[src/rtl/mem_ctrl_pkg.sv]
// Shared definitions for the memory controller: FSM states, access size codes,
// IO region tag and small byte helpers.
package mem_ctrl_pkg;

    localparam int unsigned ADDR_W = 32;
    localparam int unsigned DATA_W = 32;
    localparam int unsigned BYTE_W = 8;
    localparam int unsigned CNT_W  = 3;

    typedef enum logic [1:0] {
        IDLE     = 2'd0,
        IF_READ  = 2'd1,
        LS_READ  = 2'd2,
        LS_WRITE = 2'd3
    } mc_state_t;

    localparam logic [1:0] SIZE_BYTE = 2'b00;
    localparam logic [1:0] SIZE_HALF = 2'b01;

    // addr[17:16] value that marks the memory-mapped IO space
    localparam logic [1:0] IO_REGION = 2'b11;

    function automatic logic [CNT_W-1:0] xfer_len(input logic [1:0] size);
        case (size)
            SIZE_BYTE: return CNT_W'(1);
            SIZE_HALF: return CNT_W'(2);
            default:   return CNT_W'(4);
        endcase
    endfunction

    function automatic logic [BYTE_W-1:0] word_byte(input logic [DATA_W-1:0] w,
                                                    input logic [1:0] idx);
        return BYTE_W'(w >> {idx, 3'b000});
    endfunction

endpackage

[src/rtl/mem_ctrl.sv]
// Byte-wide memory controller: round-robin arbitration between instruction fetch
// and load/store unit, sequencing 1/2/4-byte little-endian transfers over an 8-bit RAM port.
module mem_ctrl
    import mem_ctrl_pkg::*;
(
    input  logic              clk_in,
    input  logic              rst_in,
    input  logic              rdy_in,
    input  logic              if_req_in,
    input  logic [ADDR_W-1:0] if_addr_in,
    output logic              if_done_out,
    output logic [DATA_W-1:0] if_data_out,
    input  logic              ls_req_in,
    input  logic              ls_wr_in,
    input  logic [1:0]        ls_size_in,
    input  logic [ADDR_W-1:0] ls_addr_in,
    input  logic [DATA_W-1:0] ls_data_in,
    output logic              ls_done_out,
    output logic [DATA_W-1:0] ls_data_out,
    input  logic [BYTE_W-1:0] mem_din,
    output logic [BYTE_W-1:0] mem_dout,
    output logic [ADDR_W-1:0] mem_a,
    output logic              mem_wr,
    input  logic              io_buffer_full,
    input  logic              roll_back
);

    mc_state_t         state, state_d;
    logic [CNT_W-1:0]  cnt, cnt_d, len, len_d, cnt_inc;
    logic [ADDR_W-1:0] addr, addr_d, mem_a_d;
    logic [DATA_W-1:0] wdata, wdata_d, rbuf, rbuf_d, rbuf_cap;
    logic [DATA_W-1:0] if_data_d, ls_data_d;
    logic [BYTE_W-1:0] mem_dout_d, din, din_hold;
    logic [1:0]        rd_lane;
    logic              last_if, last_if_d, wr_act, wr_act_d;
    logic              if_done_d, ls_done_d, grant_if, grant_ls, io_stall, rdy_q;

    // A byte returned while paused is kept so the capture after resume sees the right address
    assign din      = rdy_q ? mem_din : din_hold;
    assign io_stall = wr_act && (addr[17:16] == IO_REGION) && io_buffer_full;
    assign mem_wr   = wr_act && !io_stall;

    always_ff @(posedge clk_in) begin
        if (!rst_in) begin
            state       <= IDLE;
            cnt         <= '0;
            len         <= '0;
            addr        <= '0;
            wdata       <= '0;
            rbuf        <= '0;
            last_if     <= 1'b0;
            wr_act      <= 1'b0;
            mem_a       <= '0;
            mem_dout    <= '0;
            if_done_out <= 1'b0;
            ls_done_out <= 1'b0;
            if_data_out <= '0;
            ls_data_out <= '0;
            rdy_q       <= 1'b0;
            din_hold    <= '0;
        end else begin
            rdy_q <= rdy_in;
            if (rdy_q) din_hold <= mem_din;
            if (rdy_in) begin
                state       <= state_d;
                cnt         <= cnt_d;
                len         <= len_d;
                addr        <= addr_d;
                wdata       <= wdata_d;
                rbuf        <= rbuf_d;
                last_if     <= last_if_d;
                wr_act      <= wr_act_d;
                mem_a       <= mem_a_d;
                mem_dout    <= mem_dout_d;
                if_done_out <= if_done_d;
                ls_done_out <= ls_done_d;
                if_data_out <= if_data_d;
                ls_data_out <= ls_data_d;
            end else begin
                if_done_out <= 1'b0;
                ls_done_out <= 1'b0;
            end
        end
    end

    always_comb begin
        state_d    = state;
        cnt_d      = cnt;
        len_d      = len;
        addr_d     = addr;
        wdata_d    = wdata;
        rbuf_d     = rbuf;
        last_if_d  = last_if;
        wr_act_d   = wr_act;
        mem_a_d    = mem_a;
        mem_dout_d = mem_dout;
        if_done_d  = 1'b0;
        ls_done_d  = 1'b0;
        if_data_d  = if_data_out;
        ls_data_d  = ls_data_out;
        grant_if   = 1'b0;
        grant_ls   = 1'b0;
        cnt_inc    = cnt + CNT_W'(1);
        rd_lane    = 2'(cnt - CNT_W'(1));
        rbuf_cap   = rbuf | (DATA_W'(din) << {rd_lane, 3'b000});

        case (state)
            IDLE: begin
                // No grant on a done cycle or while a flush is signalled
                if (!roll_back && !if_done_out && !ls_done_out) begin
                    if (if_req_in && (!ls_req_in || !last_if)) grant_if = 1'b1;
                    else if (ls_req_in)                         grant_ls = 1'b1;
                end
                cnt_d  = '0;
                rbuf_d = '0;
                if (grant_if) begin
                    state_d   = IF_READ;
                    addr_d    = if_addr_in;
                    len_d     = CNT_W'(4);
                    mem_a_d   = if_addr_in;
                    last_if_d = 1'b1;
                end else if (grant_ls) begin
                    addr_d    = ls_addr_in;
                    len_d     = xfer_len(ls_size_in);
                    wdata_d   = ls_data_in;
                    mem_a_d   = ls_addr_in;
                    last_if_d = 1'b0;
                    if (ls_wr_in) begin
                        state_d    = LS_WRITE;
                        wr_act_d   = 1'b1;
                        mem_dout_d = word_byte(ls_data_in, 2'd0);
                    end else begin
                        state_d = LS_READ;
                    end
                end
            end

            IF_READ, LS_READ: begin
                // cnt counts issued addresses; byte cnt-1 is on mem_din this cycle
                if (roll_back) begin
                    state_d = IDLE;
                    cnt_d   = '0;
                end else begin
                    if (cnt != '0) rbuf_d = rbuf_cap;
                    if (cnt == len) begin
                        state_d = IDLE;
                        cnt_d   = '0;
                        if (state == IF_READ) begin
                            if_done_d = 1'b1;
                            if_data_d = rbuf_cap;
                        end else begin
                            ls_done_d = 1'b1;
                            ls_data_d = rbuf_cap;
                        end
                    end else begin
                        cnt_d = cnt_inc;
                        if (cnt_inc < len) mem_a_d = addr + ADDR_W'(cnt_inc);
                    end
                end
            end

            LS_WRITE: begin
                if (!io_stall) begin
                    if (cnt_inc == len) begin
                        state_d   = IDLE;
                        cnt_d     = '0;
                        wr_act_d  = 1'b0;
                        ls_done_d = 1'b1;
                    end else begin
                        cnt_d      = cnt_inc;
                        mem_a_d    = addr + ADDR_W'(cnt_inc);
                        mem_dout_d = word_byte(wdata, 2'(cnt_inc));
                    end
                end
            end

            default: state_d = IDLE;
        endcase
    end

endmodule

[config.mk]
export PLATFORM = sky130hd
export DESIGN_NAME = mem_ctrl
export DESIGN_NICKNAME = d
export VERILOG_FILES = /design/src/rtl/mem_ctrl_pkg.sv /design/src/rtl/mem_ctrl.sv
export SDC_FILE = /design/constraint.sdc
export NUM_CORES = 1
export LEC_CHECK = 0
export BUFFER_PORTS_ARGS = -buffer_cell sky130_fd_sc_hd__clkbuf_2
export CAP_MARGIN = 20
export CORE_AREA = 2 2 156 127
export CTS_BUF_LIST = sky130_fd_sc_hd__clkbuf_4 sky130_fd_sc_hd__clkbuf_8
export DETAILED_ROUTE_END_ITERATION = 8
export DIE_AREA = 0 0 158 129
export PLACE_DENSITY = 0.77
export SYNTH_ARGS = -nofsm -noshare
export SYNTH_HDL_FRONTEND = slang
export SYNTH_SLANG_ARGS = --single-unit
[constraint.sdc]
create_clock -name clk_in -period 6.1 [get_ports clk_in]
set_input_delay 0.915 -clock clk_in [delete_from_list [all_inputs] [get_ports clk_in]]
set_output_delay 0.915 -clock clk_in [all_outputs]
set_load 0.01 [all_outputs]
Yosys cells after proc, flatten, opt, wreduce, memory -nomap -nowiden
Index checks and enable logic that the tools add are counted.

storage, ports and cells
  flip-flop bits (word level) = 221
  input bits = 114
  output and inout bits = 107
  logic and storage cells = 137

cells by class
  add/subtract/negate cells = 3
  magnitude comparators = 1
  equality and inequality tests = 19
  shift operators = 2
  mux-type cells = 56
  bitwise operators = 8
  reductions and logical operators = 32

operator list
  cell                                          count
  32-bit 2-to-1 mux                             9
  32-bit case mux with 3 select lines           1
  32-bit case mux with 2 select lines           1
  8-bit 2-to-1 mux                              6
  32-bit by 3-bit adder with 32-bit output      1
  32-bit bitwise OR                             1
  8-bit by 5-bit << shifter with 32-bit output  1
  32-bit by 5-bit >> shifter with 8-bit output  1
  1-bit 2-to-1 mux                              21
  7-bit AND reduction                           3
  2-bit inequality test, second input constant  10
  3-bit 2-to-1 mux                              6
  8-bit case mux with 2 select lines            1
  5-bit AND reduction                           3
  2-bit 2-to-1 mux                              6
  3-bit case mux with 3 select lines            1
  4-bit AND reduction                           2
  1-bit NOT                                     7
  2-bit equality test, second input constant    3
  3-bit equality test                           2
  1-bit logical AND                             6
  1-bit logical NOT                             6
  3-bit inequality test, second input constant  2
  2-bit case mux with 3 select lines            1
  14 further kinds                              20

Logic depth before layout (Yosys ltp)
Gate-level depths: netlist of the first run.

  depth in word-level cells = 9
  depth in mapped cells = 11
  depth with buffers taken out = 9

Worst setup path before layout of the first run
OpenSTA, ideal clock, no wires.

  kind = reg2reg
  start point = reg cnt[0]
  end point = reg mem_a[24]
  library setup time = 122 ps
  arrival = 3,137 ps
  data required time = 5,978 ps
  slack = 2,841 ps
  stages on the path, launching flop included = 12
  buffers on the path = 2
  clock period less this slack = 3,259 ps
  cells stage by stage = dfxtp_1 inv_1 ha_1 buf_2 inv_1 fa_1 nor2b_1 o21ai_0 clkbuf_1 nor3_1 xor2_1 a221o_1

between the ends
  word-level cells in the longest chain between the ends = 6
  elaborated cells between the ends (all ways) = 15
  classes of those cells = 2 x add/sub; 1 x order compare; 5 x eq/ne; 6 x mux; 1 x reduce/logical

ends and longest elaborated chain
  what                                      line                              RTL
  start, declared                           mem_ctrl.sv:29                    logic [CNT_W-1:0] cnt, cnt_d, len, len_d, cnt_inc;
  start signal, assigned                    mem_ctrl.sv:66                    cnt <= cnt_d;
  3-bit by 1-bit adder with 3-bit output    mem_ctrl.sv:103                   cnt_inc = cnt + CNT_W'(1);
  32-bit by 3-bit adder with 32-bit output  mem_ctrl.sv:157, mem_ctrl.sv:171
  32-bit 2-to-1 mux                         mem_ctrl.sv:157                   if (cnt_inc < len) mem_a_d = addr + ADDR_W'(cnt_inc);
  32-bit 2-to-1 mux                         mem_ctrl.sv:145                   if (cnt == len) begin
  32-bit 2-to-1 mux                         mem_ctrl.sv:140                   if (roll_back) begin
  32-bit case mux with 3 select lines       mem_ctrl.sv:107                   case (state)
  end signal, assigned                      mem_ctrl.sv:73                    mem_a <= mem_a_d;
  end, declared                             mem_ctrl.sv:22                    output logic [ADDR_W-1:0] mem_a,

Parallel ways exist; a longest one is shown, timed or not. The select of a mux whose other input is x is not followed.
A chain may end at the register's enable or synchronous reset.

Worst setup path in the final report of the first run
  start point = reg cnt[0]
  end point = reg mem_a[30]

Same word-level chain as after synthesis.

==> results of run 1 <==
-- critical path, stage by stage (launching register included) --
cell and delay [ns]:
dfxtp_1 0.76, inv_1 0.25, ha_1 0.84, ha_1 0.37, and3_1 0.26, a221o_1 0.65
nor3_1 0.89, a32o_1 0.27
-- sequential cells by signal, indices dropped and copies added, names as in the netlist --
register / flops
mem_dout: 8
state: 2
len: 3
last_if: 1
wr_act: 1
din_hold: 8
mem_a: 32
addr: 32
cnt: 3
if_data_out: 32
if_done_out: 1
ls_done_out: 1
rbuf: 32
rdy_q: 1
ls_data_out: 32
wdata: 32
-- synthesized netlist by cell type, drive strengths merged (4+ instances only) --
cell / instances
a2111o: 4
a211oi: 100
a21oi: 87
a221o: 9
a22oi: 33
a311oi: 6
a32o: 10
and2: 20
and3: 6
buf: 17
clkbuf: 64
dfxtp: 221
ha: 11
inv: 18
mux2: 14
mux2i: 38
mux4: 8
nand2: 94
nand2b: 7
nand3: 29
nand4: 7
nor2: 162
nor2b: 9
nor3: 25
nor4: 11
o2111ai: 5
o21ai: 21
o22ai: 5
or3: 5
xnor2: 8
xor2: 10
-- area by class of cell --
| cell class | count | area, sq um |
|---|---|---|
| multi-input combinational | 789 | 5020 |
| clock inverter | 4 | 48.8 |
| clock buffer | 55 | 688 |
| inverter | 18 | 72.6 |
| sequential | 221 | 4420 |
| timing repair buffer | 230 | 1200 |
| fill | 1662 | 7030 |
| tap | 258 | 323 |
-- cells in the final DEF (no fill, tap or decap), types with 9 or more instances in the layout --
master,instances
a211oi_1,100
a21oi_1,87
a221o_1,9
a22oi_1,33
a32o_1,10
and2_1,20
buf_4,9
clkbuf_2,220
clkbuf_4,11
clkbuf_8,44
dfxtp_1,221
ha_1,11
inv_1,17
mux2_2,14
mux2i_1,38
nand2_1,94
nand3_1,29
nor2_1,158
nor2b_1,9
nor3_1,24
nor4_1,9
o21ai_0,19
xor2_1,10
-- kinds of logic (layout without fill, tap and decap cells) --
| kind of cell | after synthesis | in the layout | share of synthesized area (%) |
|---|---|---|---|
| and+or+nand+nor | 385 | 385 | 17.9 |
| muxes | 60 | 60 | 7.33 |
| AOI/OAI and AO/OA | 314 | 314 | 22.4 |
| adders and majority gates | 12 | 12 | 1.61 |
| buffers and inverters | 99 | 307 | 3.93 |
| xor gates and xnor gates | 18 | 18 | 1.61 |
| DFF | 221 | 221 | 45.2 |
-- how the worst min path moves through the flow --
stage	startpoint	endpoint	slack (ns)	cells after the start
floorplan	wdata[0]	wdata[0]	0.43	2
global placement	wdata[5]	wdata[5]	0.44	2
detailed placement	wdata[2]	wdata[2]	0.45	2
CTS	wdata[2]	wdata[2]	0.45	2
global route	wdata[2]	wdata[2]	0.47	2
finish	wdata[14]	wdata[14]	0.45	2
-- routing by layer --
metal,track usage [%],wire (um),up-vias,part of all wire (%)
met5,0,0,-,0
met4,8.53,607,0,2.3
met3,4.85,2360,51,8.8
met2,37.9,11500,419,43
met1,38.8,12400,4196,46
li1,-,-,4434,-
-- stage by stage --
stage                     hold WS [ns]  util, %
after global routing             0.473     62.6
after global placement           0.438     58.5
after detailed placement         0.447     58.7
after CTS                        0.455     62.6
after floorplan                  0.433        -
final                            0.455     62.6
-- power groups by stage --
stage / Combinational (W) / Clock, W / Sequential (W)
floorplan: 0.000223 / 0 / 0.00157
global placement: 0.000353 / 0 / 0.00157
detailed placement: 0.000360 / 0 / 0.00157
CTS: 0.000362 / 0.00135 / 0.00154
global route: 0.000399 / 0.00142 / 0.00154
finish: 0.000364 / 0.00133 / 0.00154
==> metrics.txt, run 1 <==
Ys Warns=0; Area growth syn-to-layout=20.1%; max-cap violations=0; Fmax=~0.23 GHz; post-synthesis sequential area ratio=a little under half; Gate power share=11.3%; Nets=approximately 1,400; PD cells=between 200 and 300 nW/um^2; Pre-antenna DRT Iters=5; Total Negative Setup Slacks=0 ns; crit path from=cnt[0]; CTS clk-pin slew, worst paths=about 0.06 ns; VDD IR max=138 uV; IO Pins=~220; Synth Net Count=1,235; Vert. Die Dim=roughly 130 um; Via density=between 5 and 6; R2R cell count=7; Yosys reg bits=about 220; Final Hold Vio Count=0; post-synth top area share=45.2%; total gr overflow=0; internal reg-to-reg setup slack=1.73 ns; Worst EP required=6.57 ns; RR Startpoint=cnt[0]; Hold Crit Class=reg2reg; fraction of registers with async set/reset=0%; fin crit period=approximately 4.4 ns; DR iter-0 viols=around 990; PortBufs=between 200 and 250; LEAKAGE=between 4 and 5 nW; clk buf depth=3; Max transition margin=around a quarter; Syn Area/Cell=roughly 9 sq um; hold buffer count at CTS=0; crit end category=flip-flop; CP arrival=between 4 and 5 ns; Initial Utilization=52.1%; full die area=~20,000 sq um; Post-Syn Instances=roughly 1,100; Placed Cells=1,516; largest net degree at the start of global routing=103; total wire length=26,900 um; Net Sw Frac=a little over a quarter; Worst Setup EP=mem_a[30]; outcome=completed; Die Wd=approximately 160 um; CTS buffer count=36; # rows=45; Clk network pwr share=about two fifths; Total GRT Usage=about a quarter; Post-CTS Resized=0; unrepaired setup endpoints after global routing=false; Post CTS Setup Buffer Count=0; Placed Area=around 11,000 sq um; # clock sinks=221; Final Setup Violations=0; dpl hpwl=roughly 19,000 um; GPL Wtd Cong=just over 0.9; DRC=0; vias in the first global route=around 8,100; Sw Pwr=0.000843 W; Tcrit/Tclk final=a little under three quarters; clock skew=about 0.012 ns; Worst-Skew Late Latency=~0.54 ns; core region area=around 19,000 sq um; Ant. Diodes=0; Synth Flop Type=dfxtp_1; # H-tree levels=2; Flop pwr share=47.6%; root buffer cell=clkbuf_8; fraction of layout cells with a size suffix above 1=24.8%; first-pass GRT wire length=roughly 42,000 um; Yosys cell types=between 60 and 70; TritonCTS clock tree=done; Via Count=around 9,000; Post-synth EDFFs=0; crit path max fanout=23; reg2reg end=mem_a[30]; Layout Cells excl Fill=~1,600; WS Path Type=reg2reg; total power draw=0.00324 W; Worst Setup Start Kind=flip-flop; fin area=~12,000 sq um; Detail Route Antenna Nets=0; largest cells by area after synthesis=dfxtp_1, a211oi_1, nor2_1; Setup WS post-layout=about 1.7 ns; pre-CTS setup slack=~1.8 ns; final slew viol count=0; Slew @ Worst Pin=1.14 ns; Pint=around 0.0024 W; Post-Syn Area=9800 sq um; dominant cell type by area after synthesis=dfxtp_1; initial antenna violation count=0; WL/cell=17.1 um
(Power assumes the default switching activity.)
==> run 2: changes to the inputs <==
- ABC_AREA: default -> 1
- CORE_AREA: 2 2 156 127 -> 2 2 162 132
- DIE_AREA: 0 0 158 129 -> 0 0 164 134
- clock period: 6.1 -> 4.2 ns (I/O delays scaled with it)
==> run 2 against run 1 <==
  * Via count grew 18%
  * Clock power increased by 48%
  * Critical path depth up 8
  * Sequential share of layout area decreased by 2.2 points
  * Clock skew increased by 0.0098 ns
  * Critical path type unchanged
  * Largest power group unchanged
==> metrics.txt, run 2 <==
outcome=completed; root buffer cell=clkbuf_8; first-pass GRT wire length=49,500 um (+17%); most frequent cells after synthesis=nand2_1, dfxtp_1, a21oi_1; Ant. Diodes=0 (unchanged); Nets=1,868 (+31%); fin crit period=3.31 ns (-1.05 ns); largest net degree at the start of global routing=66 (-36%); Worst-Skew Late Latency=0.54 ns (about the same); dominant cell type by area after synthesis=dfxtp_1; Synth Net Count=1,683 (+36%); Post CTS Setup Buffer Count=0 (unchanged); VDD IR max=287 uV (+110%); full die area=22,000 sq um (+7.8%); DR iter-0 viols=964 (-2.7%); Post-Syn Instances=1,557 (+40%); Fmax=0.302 GHz (+32%); Die Wd=164 um (+3.8%); Via Count=10,800 (+18%); Total GRT Usage=27.9% (+1.9 points); Post-CTS Resized=0 (unchanged); DRC=0 (unchanged); Detail Route Antenna Nets=0 (unchanged); CP top delay family=simple AND/OR/NAND/NOR gates; Vert. Die Dim=134 um (+3.9%); clock skew=0.0222 ns (+0.00976 ns); Storage cell area=4420 sq um (unchanged); CTS clk-pin slew, worst paths=0.06 ns (about the same); total gr overflow=0 (unchanged); CP arrival=3.73 ns (-1.10 ns); PortBufs=220 (unchanged); total power draw=0.00517 W (+60%); crit path max fanout=35 (+52%); max-cap violations=0 (unchanged); Via density=5.28 (-8.6%); total wire length=31,300 um (+17%); Tcrit/Tclk final=78.9% (+7.3 points); # clock sinks=221 (unchanged); largest cells by area after synthesis=dfxtp_1, nand2_1, a21oi_1; Post-Syn Area=10,600 sq um (+8.1%); IO Pins=221 (unchanged); WS Path Type=reg2reg; crit end category=flip-flop; commonest non-fill, non-tap cell in the layout=nand2_1; Yosys reg bits=221 (unchanged); Max transition margin=45.9% (+22 points); Area growth syn-to-layout=18.0%; final slew viol count=0 (unchanged); post-synthesis sequential area ratio=41.8% (-3.4 points); # rows=47 (+4.4%); Hold Crit Class=in2reg; Yosys cell types=36 (-45%); Final Hold Vio Count=0 (unchanged); Final Setup Violations=0 (unchanged); Synth Flop Type=dfxtp_1; worst path cell trace=clkinv_1 -> buf_4 -> ha_1 -> buf_4 -> ha_1 -> nand2_1 -> inv_1 -> nand3_1 -> nand2_1 -> nor2_4 -> nand2_2 -> nor2_4 -> o21ai_0 -> nor2_1 -> nor2_1; PD cells=413 nW/um^2 (+50%); initial antenna violation count=0 (unchanged); fraction of layout cells with a size suffix above 1=18.9% (-5.9 points); Syn Area/Cell=6.80 sq um (-23%); LEAKAGE=5.42 nW (+21%); fraction of registers with async set/reset=0% (unchanged); Setup WS post-layout=0.887 ns (-0.847 ns); commonest non-fill, non-tap cells in the layout=nand2_1, dfxtp_1, clkbuf_2; slowest stage delay, CP=0.58 ns (-0.31 ns); hold buffer count at CTS=0 (unchanged); Initial Utilization=51.9% (-0.19 points); multi-input logic area=5240 sq um (+4.3%); Worst EP required=4.62 ns (-1.95 ns); Total Negative Setup Slacks=0 ns (unchanged); Pre-antenna DRT Iters=6 (+1); critical path buffer and inverter count=4 (+3); vias in the first global route=9,659 (+19%); clk buf depth=3 (unchanged); GPL Wtd Cong=0.951 (+4.4%); post-synth top area share=41.8% (-3.4 points); Post-synth EDFFs=0 (unchanged); most frequent cell after synthesis=nand2_1; Worst Setup Start Kind=flip-flop; WL/cell=15.4 um (-9.8%); dpl hpwl=21,700 um (+17%); Ys Warns=0 (unchanged); pre-CTS setup slack=0.902 ns (-0.868 ns); CTS buffer count=37 (+2.8%); unrepaired setup endpoints after global routing=false; Slew @ Worst Pin=0.812 ns (-0.328 ns); core region area=20,400 sq um (+8.5%); Layout fillers=1,932 (+16%); TritonCTS clock tree=done; # H-tree levels=2 (unchanged); Slowest cell on crit path=nor2_4
## run 2: changes by cell type after synthesis, sizes merged, moves of 33 or more
| cell | delta |
|---|---|
| o21ai | +123 |
| nand3 | +61 |
| a211oi | -96 |
| a22oi | -33 |
| inv | +110 |
| mux2i | -38 |
| a21oi | +107 |
| nand2 | +343 |
## run 2: worst paths after layout
path	startpoint	endpoint	slack (ns)	cells after the start
setup / recovery	cnt[0]	mem_a[15]	0.89	15
hold / removal	ls_data_in[16]	wdata[16]	0.32	3
setup reg to reg	cnt[0]	mem_a[15]	0.89	15
hold reg to reg	if_data_out[3]	if_data_out[3]	0.44	2
## run 2: report_power, final
part	switching, W	internal (W)
Sequential	0.0000819	0.00221
Combinational	0.000621	0.000291
Clock	0.000892	0.00107
Total	0.00159	0.00357
## run 2: area by class of cell
class,instances,share of cell area (%)
clock buffer,56,5.61
clock inverter,9,0.450
inverter,131,3.93
multi-input combinational,1116,41.9
sequential,221,35.4
tap,269,2.69
timing repair buffer,235,10.0
## run 2: logic make-up (layout without fill, tap and decap cells)
logic type | after synthesis | after routing | synth area share [%]
and+or+nand+nor | 712 | 712 | 27.8
AOI/OAI and AO/OA | 384 | 384 | 19.3
DFF | 221 | 221 | 41.8
adders and majority gates | 12 | 12 | 1.49
xor gates and xnor gates | 8 | 8 | 0.661
buffers and inverters | 220 | 431 | 8.95
## run 2: tightest hold or removal path: stages
cell	delay, ns
clkbuf_2	0.08
nor2_1	0.03
nor2_1	0.08
## run 2: metrics by stage
step | util (%) | instances | instance area (sq um) | hold slack, ns
after floorplan | - | 1557 | 10600 | 0.430
after global placement | 57.3 | 1970 | 11700 | 0.436
after detailed placement | 57.4 | 1971 | 11700 | 0.436
after CTS | 61.1 | 2036 | 12500 | 0.307
after global routing | 61.3 | 2037 | 12500 | 0.315
final | 61.3 | 2037 | 12500 | 0.325
## run 2: per-layer routing
layer	track usage, %	share of wire (%)
met1	42.7	48
met2	40.1	41
met3	5.38	9.4
met4	6.43	1.6
met5	0	0
==> run 3: changes to the inputs <==
- clock period: 4.2 -> 3.1 ns (I/O delays scaled with it)
==> run 3 against run 2 <==
  * First-iteration DRC count rose by 5.6%
  * Routed wire length fell by 1.8%
  * Largest cell class unchanged
  * Critical endpoint is now mem_a[10]
  * Register-to-register slack got worse by 0.63 ns
  * Clock skew rose by 0.0041 ns
  * Largest power group unchanged
  * Clock power rose by 38%
  * Flip-flop and latch count did not move
  * Sequential share of layout area fell by 0.17 points
  * Global-route usage barely moved
  * Final cell count rose by 0.25%
  * Die area did not move
==> metrics.txt, run 3 (synthesized netlist as in run 2, its figures left out) <==
# clock sinks=221 (unchanged); core region area=20,400 sq um (unchanged); initial antenna violation count=0 (unchanged); slowest stage delay, CP=0.36 ns (-0.22 ns); Ant. Diodes=0 (unchanged); vias in the first global route=9,753 (+0.97%); # H-tree levels=2 (unchanged); hold buffer count at CTS=0 (unchanged); Via density=5.27 (-0.20%); IO Pins=221 (unchanged); clock skew=0.0263 ns (+0.00407 ns); Die Wd=164 um (unchanged); Final Hold Vio Count=0 (unchanged); Slew @ Worst Pin=0.895 ns (+0.0836 ns); critical path buffer and inverter count=4 (unchanged); total power draw=0.00706 W (+37%); Layout fillers=1,896 (-1.9%); WS Path Type=reg2reg; outcome=completed; Post CTS Setup Buffer Count=0 (unchanged); Storage cell area=4420 sq um (unchanged); Vert. Die Dim=134 um (unchanged); Placed Cells=1,979 (+0.41%); Final Setup Violations=0 (unchanged); Initial Utilization=51.9% (unchanged); TritonCTS clock tree=done; Detail Route Antenna Nets=0 (unchanged); final slew viol count=0 (unchanged); full die area=22,000 sq um (unchanged); CTS buffer count=37 (unchanged); fraction of layout cells with a size suffix above 1=19.3% (+0.34 points); Pre-antenna DRT Iters=6 (unchanged); Via Count=10,800 (+0.046%); Hold Crit Class=in2reg; Gate power share=17.5% (about the same); worst path cell trace=buf_4 -> ha_1 -> xnor2_1 -> inv_1 -> ha_1 -> nand2_1 -> inv_1 -> nand3_1 -> nand2_1 -> nor2_4 -> nand3_4 -> buf_4 -> a21oi_1 -> a21oi_1; Nets=1,875 (+0.37%); GPL Wtd Cong=0.945 (-0.57%); largest net degree at the start of global routing=63 (-4.5%); Pint=0.00492 W (+38%); Layout Cells excl Fill=2,042 (+0.25%); total wire length=30,800 um (-1.8%); Fmax=0.352 GHz (+17%); Area growth syn-to-layout=18.6%; Total GRT Usage=27.9% (+0.042 points); CP top delay family=buffers and inverters; Total Negative Setup Slacks=0 ns (unchanged); root buffer cell=clkbuf_8; Post-CTS Resized=0 (unchanged); Worst Setup Start Kind=flip-flop; VDD IR max=279 uV (-3.0%); clk buf depth=3 (unchanged); Sw Pwr=0.00213 W (+34%); # rows=47 (unchanged); WL/cell=15.1 um (-2.0%); Net Sw Frac=30.2% (-0.63 points); crit end category=flip-flop; multi-input logic area=5240 sq um (about the same); Worst EP required=3.52 ns (-1.10 ns); PortBufs=220 (unchanged); commonest non-fill, non-tap cells in the layout=nand2_1, dfxtp_1, clkbuf_2; DR iter-0 viols=1,018 (+5.6%); crit path max fanout=34 (-2.9%); DRC=0 (unchanged); PD cells=562 nW/um^2 (+36%); first-pass GRT wire length=49,500 um (about the same); LEAKAGE=5.46 nW (+0.65%); dpl hpwl=21,600 um (-0.31%); Worst-Skew Late Latency=0.54 ns (about the same); commonest non-fill, non-tap cell in the layout=nand2_1; Slowest cell on crit path=dfxtp_1; fin crit period=2.84 ns (-0.469 ns); CP arrival=3.26 ns (-0.47 ns); unrepaired setup endpoints after global routing=false; total gr overflow=0 (unchanged); Clk network pwr share=38.5% (+0.5 points); CTS clk-pin slew, worst paths=0.06 ns (about the same); Flop pwr share=43.9% (-0.4 points); Tcrit/Tclk final=91.7% (+13 points); max-cap violations=0 (unchanged); Max transition margin=40.2% (-5.7 points)
## run 3: worst min-delay path, cell delays in order
cell and delay (ns):
clkbuf_2 0.08, nor2_1 0.04, nor2_1 0.08
## run 3: per-stage QoR
| stage | area (sq um) | util (%) | setup slack [ns] | hold WS (ns) |
|---|---|---|---|---|
| after CTS | 12600 | 61.6 | 0.288 | 0.141 |
| final | 12600 | 61.6 | 0.256 | 0.159 |
| after global routing | 12600 | 61.6 | 0.0176 | 0.148 |
| after floorplan | 10600 | - | 0.0343 | 0.430 |
| after detailed placement | 11800 | 57.8 | 0.293 | 0.436 |
| after global placement | 11800 | 57.8 | 0.396 | 0.433 |
## run 3: final cells by class
type                       instances  share of cell area (%)
multi-input combinational       1116                    41.7
clock buffer                      60                    5.98
clock inverter                     3                   0.199
timing repair buffer             242                    10.3
sequential                       221                    35.2
inverter                         131                    3.92
tap                              269                    2.68
## run 3: final timing paths
check / start / end / slack (ns) / cells after the start
max reg2reg: cnt[0] / mem_a[10] / 0.26 / 14
min: ls_data_in[27] / wdata[27] / 0.16 / 3
min reg2reg: if_data_out[4] / if_data_out[4] / 0.44 / 2
max: cnt[0] / mem_a[10] / 0.26 / 14
## run 3: power groups by stage
stage               clock network, W  registers [W]  logic (W)
global placement                   0        0.00316    0.00120
finish                       0.00272        0.00310    0.00124
CTS                          0.00275        0.00310    0.00123
global route                 0.00287        0.00312    0.00138
detailed placement                 0        0.00316    0.00122
floorplan                          0        0.00316   0.000800
## run 3: metal layers
metal | up-vias | global-route usage [%] | wire [um]
met4 | 0 | 7.21 | 571
met5 | - | 0 | 0
met3 | 46 | 5.07 | 2660
met2 | 458 | 39.8 | 12400
li1 | 5399 | - | -
met1 | 4859 | 42.9 | 15100
